$ cat config.mk
export PLATFORM = sky130hd
export DESIGN_NAME = if_fetch_stage_flat
export DESIGN_NICKNAME = d
export VERILOG_FILES = /design/src/rtl/if_fetch_stage_if.sv /design/src/rtl/if_fetch_stage.sv /design/src/flat_wrapper.sv
export SDC_FILE = /design/constraint.sdc
export NUM_CORES = 1
export LEC_CHECK = 0
export BUFFER_PORTS_ARGS = -buffer_cell sky130_fd_sc_hd__buf_4
export CAP_MARGIN = 40
export CORE_ASPECT_RATIO = 0.6
export CORE_UTILIZATION = 54
export CTS_CLUSTER_DIAMETER = 30
export CTS_CLUSTER_SIZE = 24
export DETAILED_ROUTE_END_ITERATION = 8
export MAX_ROUTING_LAYER = met4
export PLACE_DENSITY_LB_ADDON = 0.2
export RECOVER_POWER = 100
export SLEW_MARGIN = 20
export SYNTH_ARGS = -nofsm -noshare
export SYNTH_HDL_FRONTEND = slang
export SYNTH_SLANG_ARGS = --single-unit
export TNS_END_PERCENT = 100
$ cat constraint.sdc
create_clock -name Clk -period 2.1 [get_ports Clk]
set_clock_uncertainty 0.1 [all_clocks]
set_input_delay 0 -clock Clk [delete_from_list [all_inputs] [get_ports Clk]]
set_output_delay 0 -clock Clk [all_outputs]
set_load 0.02 [all_outputs]
$ cat src/rtl/if_fetch_stage_if.sv
// Instruction-memory channel between the fetch stage (master) and instruction memory (slave):
// a valid/ready request carrying a word address, and an in-order response that has only a valid.
interface if_fetch_stage_if;
    logic        IMem_req_valid;
    logic        IMem_req_ready;
    logic [31:0] IMem_addr;
    logic        IMem_rsp_valid;
    logic [31:0] IMem_rsp_data;

    modport master (
        output IMem_req_valid,
        output IMem_addr,
        input  IMem_req_ready,
        input  IMem_rsp_valid,
        input  IMem_rsp_data
    );

    modport slave (
        input  IMem_req_valid,
        input  IMem_addr,
        output IMem_req_ready,
        output IMem_rsp_valid,
        output IMem_rsp_data
    );
endinterface

$ cat src/rtl/if_fetch_stage.sv
// Instruction-fetch stage: owns the PC, keeps one memory request in flight and feeds decode
// through a registered IF_PC/IF_Instruction/IF_Valid, honouring stall and redirect.
module if_fetch_stage #(
    parameter logic [31:0] RESET_PC  = 32'h0000_0000,
    parameter logic [31:0] NOP_INSTR = 32'h0000_0013
) (
    input  logic        Clk,
    input  logic        Reset,
    input  logic        IF_Stall,
    input  logic        Redirect_valid,
    input  logic [31:0] Redirect_PC,
    if_fetch_stage_if.master imem,
    output logic [31:0] IF_PC,
    output logic [31:0] IF_Instruction,
    output logic        IF_Valid
);

    localparam logic [1:0] ST_FETCH = 2'd0;
    localparam logic [1:0] ST_WAIT  = 2'd1;
    localparam logic [1:0] ST_HOLD  = 2'd2;
    localparam logic [1:0] ST_DRAIN = 2'd3;

    localparam logic [31:0] RESET_PC_ALIGNED = RESET_PC & ~32'd3;

    logic [1:0]  state_q, state_d;
    logic [31:0] pc_q, pc_d;
    logic [31:0] req_pc_q, req_pc_d;
    logic [31:0] hold_pc_q, hold_pc_d;
    logic [31:0] hold_instr_q, hold_instr_d;
    logic [31:0] if_pc_q, if_pc_d;
    logic [31:0] if_instr_q, if_instr_d;
    logic        if_valid_q, if_valid_d;

    logic req_valid;
    logic req_fire;

    // A new request goes out from FETCH, or from WAIT in the very cycle its predecessor returns
    // and decode can take it, which is what gives one instruction per cycle on 1-cycle memory.
    always_comb begin
        req_valid = !Reset && !Redirect_valid &&
                    ((state_q == ST_FETCH) ||
                     ((state_q == ST_WAIT) && imem.IMem_rsp_valid && !IF_Stall));
        req_fire  = req_valid && imem.IMem_req_ready;
    end

    assign imem.IMem_req_valid = req_valid;
    assign imem.IMem_addr      = pc_q;

    always_comb begin
        // NOTE: every next-state value starts from its hold value so no path infers a latch.
        state_d      = state_q;
        pc_d         = pc_q;
        req_pc_d     = req_pc_q;
        hold_pc_d    = hold_pc_q;
        hold_instr_d = hold_instr_q;
        if_pc_d      = if_pc_q;
        if_instr_d   = if_instr_q;
        if_valid_d   = if_valid_q;

        if (!IF_Stall) begin
            if_pc_d    = '0;
            if_instr_d = NOP_INSTR;
            if_valid_d = 1'b0;
        end

        if (Redirect_valid) begin
            pc_d         = Redirect_PC & ~32'd3;
            if_pc_d      = '0;
            if_instr_d   = NOP_INSTR;
            if_valid_d   = 1'b0;
            hold_pc_d    = '0;
            hold_instr_d = '0;
            // An outstanding request whose response has not arrived must be drained.
            case (state_q)
                ST_WAIT, ST_DRAIN: state_d = imem.IMem_rsp_valid ? ST_FETCH : ST_DRAIN;
                default:           state_d = ST_FETCH;
            endcase
        end else begin
            if (req_fire) begin
                req_pc_d = pc_q;
                pc_d     = pc_q + 32'd4;
            end

            case (state_q)
                ST_FETCH: begin
                    if (req_fire) state_d = ST_WAIT;
                end
                ST_WAIT: begin
                    if (imem.IMem_rsp_valid) begin
                        if (IF_Stall) begin
                            hold_pc_d    = req_pc_q;
                            hold_instr_d = imem.IMem_rsp_data;
                            state_d      = ST_HOLD;
                        end else begin
                            if_pc_d    = req_pc_q;
                            if_instr_d = imem.IMem_rsp_data;
                            if_valid_d = 1'b1;
                            state_d    = req_fire ? ST_WAIT : ST_FETCH;
                        end
                    end
                end
                ST_HOLD: begin
                    if (!IF_Stall) begin
                        if_pc_d    = hold_pc_q;
                        if_instr_d = hold_instr_q;
                        if_valid_d = 1'b1;
                        state_d    = ST_FETCH;
                    end
                end
                ST_DRAIN: begin
                    if (imem.IMem_rsp_valid) state_d = ST_FETCH;
                end
                default: state_d = ST_FETCH;
            endcase
        end
    end

    // NOTE: state registers update with <= so every flop samples the pre-edge values.
    always_ff @(posedge Clk) begin
        if (Reset) begin
            state_q      <= ST_FETCH;
            pc_q         <= RESET_PC_ALIGNED;
            req_pc_q     <= '0;
            hold_pc_q    <= '0;
            hold_instr_q <= '0;
            if_pc_q      <= '0;
            if_instr_q   <= NOP_INSTR;
            if_valid_q   <= 1'b0;
        end else begin
            state_q      <= state_d;
            pc_q         <= pc_d;
            req_pc_q     <= req_pc_d;
            hold_pc_q    <= hold_pc_d;
            hold_instr_q <= hold_instr_d;
            if_pc_q      <= if_pc_d;
            if_instr_q   <= if_instr_d;
            if_valid_q   <= if_valid_d;
        end
    end

    assign IF_PC          = if_pc_q;
    assign IF_Instruction = if_instr_q;
    assign IF_Valid       = if_valid_q;

endmodule

$ cat src/flat_wrapper.sv
// flat-port wrapper written by rule: the top's interface ports become plain ports
module if_fetch_stage_flat 
#(
    parameter logic [31:0] RESET_PC  = 32'h0000_0000,
    parameter logic [31:0] NOP_INSTR = 32'h0000_0013
)
  (Clk, Reset, IF_Stall, Redirect_valid, Redirect_PC, IF_PC, IF_Instruction, IF_Valid, imem_IMem_req_valid, imem_IMem_addr, imem_IMem_req_ready, imem_IMem_rsp_valid, imem_IMem_rsp_data);
  if_fetch_stage_if imem_i ();
  input  logic Clk;
  input  logic Reset;
  input  logic IF_Stall;
  input  logic Redirect_valid;
  input  logic [31:0] Redirect_PC;
  output logic [31:0] IF_PC;
  output logic [31:0] IF_Instruction;
  output logic IF_Valid;
  output wire logic [$bits(imem_i.IMem_req_valid)-1:0] imem_IMem_req_valid;
  output wire logic [$bits(imem_i.IMem_addr)-1:0] imem_IMem_addr;
  input wire logic [$bits(imem_i.IMem_req_ready)-1:0] imem_IMem_req_ready;
  input wire logic [$bits(imem_i.IMem_rsp_valid)-1:0] imem_IMem_rsp_valid;
  input wire logic [$bits(imem_i.IMem_rsp_data)-1:0] imem_IMem_rsp_data;
  assign imem_IMem_req_valid = imem_i.IMem_req_valid;
  assign imem_IMem_addr = imem_i.IMem_addr;
  assign imem_i.IMem_req_ready = imem_IMem_req_ready;
  assign imem_i.IMem_rsp_valid = imem_IMem_rsp_valid;
  assign imem_i.IMem_rsp_data = imem_IMem_rsp_data;
  if_fetch_stage #(.RESET_PC(RESET_PC), .NOP_INSTR(NOP_INSTR)) u_core (.Clk(Clk), .Reset(Reset), .IF_Stall(IF_Stall), .Redirect_valid(Redirect_valid), .Redirect_PC(Redirect_PC), .imem(imem_i), .IF_PC(IF_PC), .IF_Instruction(IF_Instruction), .IF_Valid(IF_Valid));
endmodule
; Word-level counts from Yosys, hierarchy flattened
; Index checks and enable logic that the tools add are counted.
[word_totals]
reg_bits = 195
[classes]
addsub = 1
eq_ne = 7
muxes = 26
n_bitwise = 1
n_reduce_logical = 16
[ops]
columns = op, n
row1 = 32-bit two-way mux, 10
row2 = 32-bit case mux with 2 select lines, 2
row3 = 32-bit by 3-bit adder with 32-bit output (second input constant), 1
row4 = 2-bit two-way mux, 8
row5 = 3-bit inequality test (second input constant), 3
row6 = 2-bit case mux with 4 select lines, 1
row7 = 1-bit logical AND, 5
row8 = 2-bit equality test (second input constant), 2
row9 = 1-bit two-way mux, 4
row10 = 4-bit AND reduction, 1
row11 = 2-bit OR reduction, 2
row12 = 1-bit logical NOT, 3
row13 = 3-bit by 2-bit inequality test with 1-bit output (second input constant), 1
row14 = 3-bit AND reduction, 1
row15 = 2-bit by 1-bit equality test with 1-bit output (second input constant), 1
row16 = 2-bit logical NOT, 1
row17 = 1-bit case mux with 2 select lines, 1
row18 = 2-bit AND reduction, 1
row19 = 2-bit nonzero test, 1
row20 = 1-bit logical OR, 1
row21 = 1-bit inverter, 1

; Depth between registers and ports, before layout
; Gate-level depths: netlist (run 1).
[logic_depth]
word_depth = 11
depth_mapped = 9

; Worst setup path before layout (run 1)
; No wires, ideal clock.
[synth_path]
path_kind = register to register
startpoint = reg u_core.pc_q[7], in the netlist u_core.imem.IMem_addr[7]
endpoint = reg u_core.pc_q[25], in the netlist u_core.imem.IMem_addr[25]
setup_ns = 0.079
t_arrival_ns = 1.845
setup_slack_ns = 0.076
stages_incl_launch_ff = 7
n_path_buf = 1
path_cell_list = dfxtp_1 > nand3_2 > or4_4 > buf_6 > nor4_4 > xnor2_1 > a211oi_2
[synth_via]
elab_chain_len = 3
[synth_rtl]
columns = item, line
row1 = start: declaration, if_fetch_stage.sv:26  ; logic [31:0] pc_q, pc_d;
row2 = start signal: assignment, if_fetch_stage.sv:131  ; pc_q <= pc_d;
row3 = 32-bit by 3-bit adder with 32-bit output, if_fetch_stage.sv:81  ; pc_d = pc_q + 32'd4;
row4 = 32-bit two-way mux, if_fetch_stage.sv:79  ; if (req_fire) begin
row5 = 32-bit two-way mux, if_fetch_stage.sv:66  ; if (Redirect_valid) begin
; No other way between the ends. The select of a mux whose other input is x is not followed.
; A chain may end at the register's enable or synchronous reset.

; Worst setup path after layout (run 1)
[layout_path]
startpoint = reg u_core.state_q[0]
endpoint = reg u_core.if_instr_q[0], in the netlist u_core.IF_Instruction[0]
[layout_via]
elab_chain_len = 2
elab_cells_between_ends = 3
classes_between = 2 x eq/ne / 1 x mux
[layout_rtl]
columns = item, line
row1 = start: declaration, if_fetch_stage.sv:25  ; logic [1:0] state_q, state_d;
row2 = start signal: assignment, if_fetch_stage.sv:130  ; state_q <= state_d;
row3 = 2-bit equality test / 2-bit by 1-bit equality test with 1-bit output (equally long branches), if_fetch_stage.sv:84  ; case (state_q)
row4 = 32-bit case mux with 2 select lines (*), if_fetch_stage.sv:84
row5 = end signal: assignment, if_fetch_stage.sv:136  ; if_instr_q <= if_instr_d;
row6 = end: declaration, if_fetch_stage.sv:31  ; logic [31:0] if_instr_q, if_instr_d;
; Mark *: on every way between the ends. The rest lies on a longest branch, timed or not.

==> results by group, run 1 <==
Outcome
  – Status: finished, final reports clean

Drt
  – DR WL/cell: around 17 µm
  – DR iter-0 viols: 867
  – Drt drc: 0
  – Routed vias: 7841
  – Antenna Violating Nets Remaining: 0
  – TritonRoute pass-1 iters: 6
  – Vias per cell: 5.72
  – Routed WL: 23300 µm

Clock network
  – TritonCTS Buffers: 17
  – Worst-path clk slew: 0.07 ns
  – Clock Sinks: 189
  – Root Buffer: clkbuf_16
  – CTS max path bufs: 2
  – Clock latency on the worst-skew pair: 0.42 ns
  – CTS tree: done
  – Max H-tree Level: 4

Floorplan
  – Row cnt: 33
  – # IOs: 168
  – Area of the die: roughly 15000 µm²
  – Die extent in x: 158 µm
  – Core area: 14000 µm²
  – Die Y-Extent: 95.7 µm
  – Initial Utilization: 56.6%

Timing
  – Final hold vios: 0
  – Max Clock Freq: 0.477 GHz
  – Setup violators final: 0
  – Min Tclk post-route: 2.10 ns
  – Worst Tran Pin Value: 0.714 ns
  – RSZ-0062 raised after global routing: yes
  – Final period util: 99.8%
  – Slew Limit Fails: 0
  – Max-slew headroom: about 52%
  – Fin Setup TNS: 0 ns

Min path
  – WHS Path Cells: 5
  – Worst Hold Class: input port to register

Critical path
  – Max FO, Critical Path: 64
  – CP Launch Type: register
  – Critical Path AT: 2.27 ns
  – Crit. End Element: register
  – Worst reg-to-reg path cell count: 6
  – Kind of critical path: register to register
  – Worst Path Required: 2.28 ns
  – Max stage delay on crit path: 0.46 ns
  – Critical path, cell by cell: inv_1, ha_2, buf_6, nand3_1, o21ai_0, nand2_1
  – CP max stage cell: buf_6

Synthesis
  – Top post-synthesis cells by area: dfxtp_1 48%, nand2_1 9.9%, a22o_1 6.5%, a21oi_1 6.3%, a22oi_1 5.6%
  – Area leader, netlist: dfxtp_1
  – Post-synth top area share: 47.9%
  – Synth unique cells: 56
  – Synth Flop Type: dfxtp_1
  – Syn. warnings: 0
  – Post-synthesis sequential area ratio: 47.9%
  – Register bit count reported by yosys: 189
  – Post-synth EDFFs: 0
  – Synthesized area: 7900 µm²
  – Mean Syn Cell Area: 8.33 µm²
  – Synthesized instance count: roughly 950
  – Synth async-reset ratio: 0%

Final layout
  – Nets: about 1200
  – Layout Utilization: between 70% and 80%
  – Synthesis-to-finish area growth: 34.0%
  – Fillers: approximately 1100
  – Share of layout cells above drive strength 1: 17.7%
  – Ant. Diodes: 0

Power and ir drop
  – Lkg Pwr: 3.79 nW
  – Maximum VDD drop: around 0.50 mV
  – Power per cell area: 725 nW/µm²

Placement
  – IO buf count: ~160
  – Placer Congestion: 0.884
  – Hpwl dp: 13800 µm

Job
  – MaxCap Viol Count: 0

Global routing
  – Tot GR Track Use: 31.2%
  – Initial antenna violation count: 0
  – Grt ovf: 0
  – First-pass GRT wire length: between 30000 and 40000 µm
  – Vias in the first global route: 7278
  – Largest net degree at the start of global routing: 123
==> flip-flops by register name, indices dropped and copies added (netlist names) <==
| signal | cells |
|---|---|
| u_core.IF_PC | 32 |
| u_core.IF_Instruction | 32 |
| u_core.state_q | 2 |
| u_core.req_pc_q | 30 |
| u_core.hold_pc_q | 30 |
| u_core.hold_instr_q | 32 |
| u_core.IF_Valid | 1 |
| u_core.imem.IMem_addr | 30 |
==> synthesized netlist by cell type (5+ instances only) <==
cell,n
a211oi_1,11
a21oi_1,100
a22o_1,59
a22oi_1,59
a31oi_1,5
and3_1,6
buf_1,7
clkbuf_1,70
dfxtp_1,189
ha_1,5
inv_1,10
mux2i_1,6
nand2_1,208
nand3_1,10
nand4_1,5
nor2_1,87
nor3_1,5
nor4_2,5
o21ai_0,15
o22ai_1,5
xnor2_1,18
xor2_1,7
==> final cells by class <==
cell class,instances,area [µm²],share of cell area (%)
flip-flops and latches,189,3790,35.8
repair buffers,278,2100,19.9
clock inverters,13,133,1.25
clock buffers,19,433,4.09
multi-input cells,669,3850,36.3
inverters,11,41.3,0.390
well taps,192,240,2.27
==> metrics by stage <==
step           total power, mW  instance area [µm²]  hold WS [ns]  cells  setup WS [ns]
2_1_floorplan             4.14                 7900        0.0360    949         0.0756
3_3_place_gp              4.47                 9470         0.132   1266         0.0707
3_5_place_dp              4.48                 9470         0.138   1266        0.00555
4_1_cts                   7.65                10700        0.0278   1366        0.00365
5_1_grt                   7.93                10600        0.0744   1371        -0.0644
6_report                  7.68                10600        0.0529   1371        0.00381
==> path summary, 6_finish.rpt <==
path / end / slack, ns / start
worst max register to register: u_core.IF_Instruction[0]$_SDFF_PP1_ / 0.004 / u_core.state_q[0]$_SDFFE_PP0P_
worst min-delay path: u_core.imem.IMem_addr[4]$_SDFFE_PP0P_ / 0.05 / imem_IMem_req_ready
worst max-delay path: u_core.IF_Instruction[0]$_SDFF_PP1_ / 0.004 / u_core.state_q[0]$_SDFFE_PP0P_
worst min register to register: u_core.hold_instr_q[13]$_SDFFE_PP0P_ / 0.35 / u_core.hold_instr_q[13]$_SDFFE_PP0P_
==> power breakdown <==
group / leakage (nW) / internal [mW] / switching, mW / total [mW]
Clock: 0.269 / 1.67 / 1.47 / 3.14
Combinational: 1.99 / 0.373 / 0.464 / 0.836
Sequential: 1.53 / 3.64 / 0.0601 / 3.70
Total: 3.79 / 5.68 / 1.99 / 7.68
==> per-layer routing <==
layer | vias up | global-route usage [%] | wire, µm
met1 | 3743 | 40.7 | 10600
met2 | 323 | 48.8 | 10800
met5 | - | - | 0
met3 | 29 | 6.14 | 1650
li1 | 3746 | - | -
met4 | 0 | 9.62 | 365
==> cell usage in the layout, fill, tap and decap left out, types with 3 or more instances in the layout <==
cell type	n
clkbuf_1	67
nor4_1	3
and3_1	5
dfxtp_1	187
buf_4	137
buf_12	7
clkbuf_16	17
a22o_1	59
a211oi_1	11
ha_1	3
xor2_1	7
a21oi_1	99
o21ai_0	14
o21bai_1	4
nand4_1	5
inv_6	4
and2_1	4
o22ai_1	5
nand2_1	208
clkinvlp_4	3
nor4_2	4
nor3_2	5
dlygate4sd3_1	68
nor2_1	85
a31oi_1	5
xnor2_1	18
nand3_1	9
a22oi_1	59
inv_1	10
or3_1	4
mux2i_1	6
o211ai_1	4
==> worst max-delay path, delay by kind of cell, from the launching register on <==
family | cells | cell delay (ns)
buf+inv | 2 | 0.55
flops | 1 | 0.40
simple gates | 2 | 0.30
compound gates | 1 | 0.18
fa+ha+maj | 1 | 0.42
==> what timing repair did <==
action,4_1_cts,5_1_grt
gates resized for setup,2,14
pin swaps,0,7
cloned,0,1
setup buffers,0,4
hold buffers,68,0
endpoints found under the hold margin,110,0
endpoints found under the setup margin,3,104
==> kinds of logic (layout without fill, tap and decap cells) <==
| group | Yosys count | in the layout | share of synthesized area, % |
|---|---|---|---|
| compound gates | 276 | 277 | 23.6 |
| xor+xnor | 25 | 25 | 2.77 |
| fa+ha+maj | 5 | 5 | 0.792 |
| buf+inv | 92 | 321 | 4.58 |
| flops | 189 | 189 | 47.9 |
| mux | 6 | 6 | 0.760 |
| other cells | 1 | 2 | 0.0475 |
| simple gates | 354 | 354 | 19.6 |
No activity file was read; power rests on OpenSTA's default activity.
==> run 2, diff against run 1 <==
- ABC_AREA: default -> 1
- CORE_UTILIZATION: 54 -> 55
==> results by group, run 2 <==
Timing
  – Final worst setup slack: 0.139 ns (+0.136 ns)
  – RSZ-0062 raised after global routing: no
  – Final period util: 93.4% (-6.5 points)
  – Hold Slack: 0.0234 ns (-0.0295 ns)
  – Fin Setup TNS: 0 ns (unchanged)
  – Final hold vios: 0 (unchanged)
  – Slew Limit Fails: 0 (unchanged)
  – Min Tclk post-route: 1.96 ns (-0.136 ns)
  – Worst Tran Pin Value: 0.544 ns (-0.170 ns)
  – Max Clock Freq: 0.510 GHz (+6.9%)
  – Max-slew headroom: 63.6% (+11 points)
  – Setup violators final: 0 (unchanged)

Min path
  – Hold Crit Start: Redirect_valid
  – Hold Path Sink: u_core.imem.IMem_addr[2]$_SDFFE_PP0P_
  – Worst Hold Class: input port to register
  – WHS Path Cells: 3 (-2)

Synthesis
  – Largest family of logic cells by synthesized area: compound AO/OA/AOI/OAI gates
  – Post-synth top area share: 45.4% (-2.5 points)
  – Synth Area in Simple Gates: 18.1% (-1.4 points)
  – Syn. warnings: 0 (unchanged)
  – Synth unique cells: 35 (-38%)
  – Synth Area in XOR/XNOR: 0.840% (-1.9 points)
  – Mean Syn Cell Area: 7.12 µm² (-15%)
  – Post-synthesis sequential area ratio: 45.4% (-2.5 points)
  – Most frequent cell after synthesis: nand2_1
  – Adder-Cell Fraction of Synth Area: 0.750% (-0.042 points)
  – Register bit count reported by yosys: 189 (unchanged)
  – Synth async-reset ratio: 0% (unchanged)
  – Synthesized area: 8340 µm² (+5.6%)
  – Top post-synthesis cells by count: 248 x nand2_1, 189 x dfxtp_1, 173 x inv_1
  – Area leader, netlist: dfxtp_1
  – Top post-synthesis cells by area: dfxtp_1 45%, nand2_1 11%, a21oi_1 9.5%, inv_1 7.8%, o21ai_0 5.4%
  – Synth Flop Type: dfxtp_1
  – Synth Area in Compound Gates: 22.6% (-1.0 points)
  – Mux share of post-synthesis cell area: 0% (-0.76 points)
  – Synthesized instance count: 1172 (+24%)
  – Post-synth EDFFs: 0 (unchanged)

Clock network
  – Setup Fix Bufs, Post-CTS: 0 (unchanged)
  – CTS max path bufs: 2 (unchanged)
  – Root Buffer: clkbuf_16
  – Clock Sinks: 189 (unchanged)
  – Clock latency on the worst-skew pair: 0.43 ns (about the same)
  – Worst-path clk slew: 0.07 ns (about the same)
  – Max H-tree Level: 4 (unchanged)
  – TritonCTS Buffers: 17 (unchanged)
  – CTS tree: done

Power and ir drop
  – Pwr Total: 7.85 mW (+2.3%)
  – Lkg Pwr: 4.00 nW (+5.6%)
  – Maximum VDD drop: 0.433 mV (-14%)
  – Power per cell area: 731 nW/µm² (+0.76%)

Critical path
  – Reg2reg setup slack: 0.14 ns (+0.14 ns)
  – Max stage delay on crit path: 0.57 ns (+0.11 ns)
  – Kind of critical path: register to register
  – Critical path, cell by cell: inv_1, ha_2, buf_4, nand2_1, inv_2, nand3_1, dlygate4sd3_1, a21oi_1
  – CP Launch Type: register
  – Worst reg-to-reg path cell count: 8 (+2)
  – Max FO, Critical Path: 9 (-86%)
  – RR Endpoint: u_core.hold_instr_q[4]$_SDFFE_PP0P_
  – Worst Path Required: 2.35 ns (+0.07 ns)
  – Crit-path leading delay family: buffers and inverters
  – Critical Path AT: 2.21 ns (-0.06 ns)
  – Crit path buffers/inverters: 4 (+2)
  – CP max stage cell: dlygate4sd3_1
  – Crit. End Element: register
  – Crit Reg-Reg Startpoint: u_core.state_q[1]$_SDFFE_PP0P_

Final layout
  – Commonest cells after routing, fill and taps aside: 247 x nand2_1, 189 x dfxtp_1, 172 x inv_1
  – Share of layout cells above drive strength 1: 10.4% (-7.3 points)
  – Fillers: 1267 (+20%)
  – Synthesis-to-finish area growth: 28.8%
  – Finished Layout Cells: 1594 (+16%)
  – Layout Utilization: 73.4% (-2.4 points)
  – Nets: 1458 (+17%)
  – Ant. Diodes: 0 (unchanged)
  – Commonest non-fill, non-tap cell in the layout: nand2_1
  – Final instance area: 10700 µm² (+1.5%)

Outcome
  – Status: finished, final reports clean

Global routing
  – First-pass GRT wire length: 39800 µm (+10%)
  – Initial antenna violation count: 0 (unchanged)
  – Grt ovf: 0 (unchanged)
  – Largest net degree at the start of global routing: 65 (-47%)
  – Vias in the first global route: 8009 (+10%)
  – Tot GR Track Use: 32.3% (+1.1 points)

Placement
  – Placed Instances: 1488 (+18%)
  – Hpwl dp: 15700 µm (+14%)
  – Area after DPL: 9790 µm² (+3.4%)
  – IO buf count: 163 (unchanged)
  – Place WS: 0.127 ns (+0.121 ns)
  – Placer Congestion: 0.971 (+9.8%)

Floorplan
  – Area of the die: 15700 µm² (+3.6%)
  – Initial Utilization: 57.0% (+0.39 points)
  – # IOs: 168 (unchanged)
  – Die Y-Extent: 97.4 µm (+1.8%)
  – Die extent in x: 161 µm (+1.8%)
  – Row cnt: 34 (+3.0%)
  – Core area: 14600 µm² (+4.9%)

Drt
  – DR iter-0 viols: 874 (+0.81%)
  – TritonRoute pass-1 iters: 5 (-1)
  – Vias per cell: 5.36 (-6.2%)
  – Drt drc: 0 (unchanged)
  – Antenna Violating Nets Remaining: 0 (unchanged)
  – DR WL/cell: 15.2 µm (-11%)
  – Routed vias: 8551 (+9.1%)
  – Routed WL: 24200 µm (+3.8%)

Job
  – MaxCap Viol Count: 0 (unchanged)
## run 2: power breakdown
part / switching, mW / total [mW] / leakage [nW] / internal, mW
Clock: 1.50 / 3.26 / 0.296 / 1.75
Combinational: 0.511 / 0.859 / 2.17 / 0.348
Sequential: 0.0742 / 3.74 / 1.53 / 3.66
## run 2: repair_timing
action	in CTS	in global routing
endpoints found under the setup margin	0	30
hold endpoints to repair	98	0
gates resized for setup	0	6
hold buffers	74	0
## run 2: cells by family after synthesis
logic type,count (synthesis)
AO/OA/AOI/OAI,348
XOR/XNOR,8
adder cells (fa/ha/maj),5
buffers and inverters,256
flip-flops,189
other,1
AND/OR/NAND/NOR,365
## run 2: area by class of cell
| class | instances | area, µm² | share of cell area, % |
|---|---|---|---|
| inverters | 179 | 677 | 6.30 |
| clock inverters | 13 | 143 | 1.33 |
| repair buffers | 268 | 1890 | 17.6 |
| clock buffers | 19 | 453 | 4.22 |
| well taps | 198 | 248 | 2.31 |
| multi-input cells | 728 | 3550 | 33.0 |
| flip-flops and latches | 189 | 3780 | 35.2 |
## run 2: how the worst max path moves through the flow
| stage | start | endpoint | slack (ns) | depth (start not counted) |
|---|---|---|---|---|
| finish | u_core.state_q[1]$_SDFFE_PP0P_ | u_core.hold_instr_q[4]$_SDFFE_PP0P_ | 0.14 | 8 |
| global route | u_core.state_q[1]$_SDFFE_PP0P_ | u_core.hold_pc_q[7]$_SDFFE_PP0P_ | 0.009 | 9 |
| CTS | u_core.state_q[1]$_SDFFE_PP0P_ | u_core.hold_pc_q[24]$_SDFFE_PP0P_ | 0.06 | 9 |
| detailed placement | u_core.state_q[1]$_SDFFE_PP0P_ | u_core.hold_pc_q[23]$_SDFFE_PP0P_ | 0.13 | 9 |
| global placement | u_core.state_q[0]$_SDFFE_PP0P_ | u_core.imem.IMem_addr[10]$_SDFFE_PP0P_ | 0.19 | 10 |
| floorplan | u_core.imem.IMem_addr[3]$_SDFFE_PP0P_ | u_core.imem.IMem_addr[26]$_SDFFE_PP0P_ | 0.30 | 10 |
## run 2: routing by layer
| layer | share of wire, % | vias up | track usage, % |
|---|---|---|---|
| met1 | 46 | 3944 | 44.0 |
| met4 | 1.0 | 0 | 8.49 |
| li1 | - | 4243 | - |
| met3 | 7.6 | 30 | 6.23 |
| met5 | 0 | - | - |
| met2 | 45 | 334 | 49.1 |
## run 2: worst min-delay path, stage by stage
cell and delay (ns):
buf_4 0.24, a21oi_1 0.18, a21oi_1 0.07
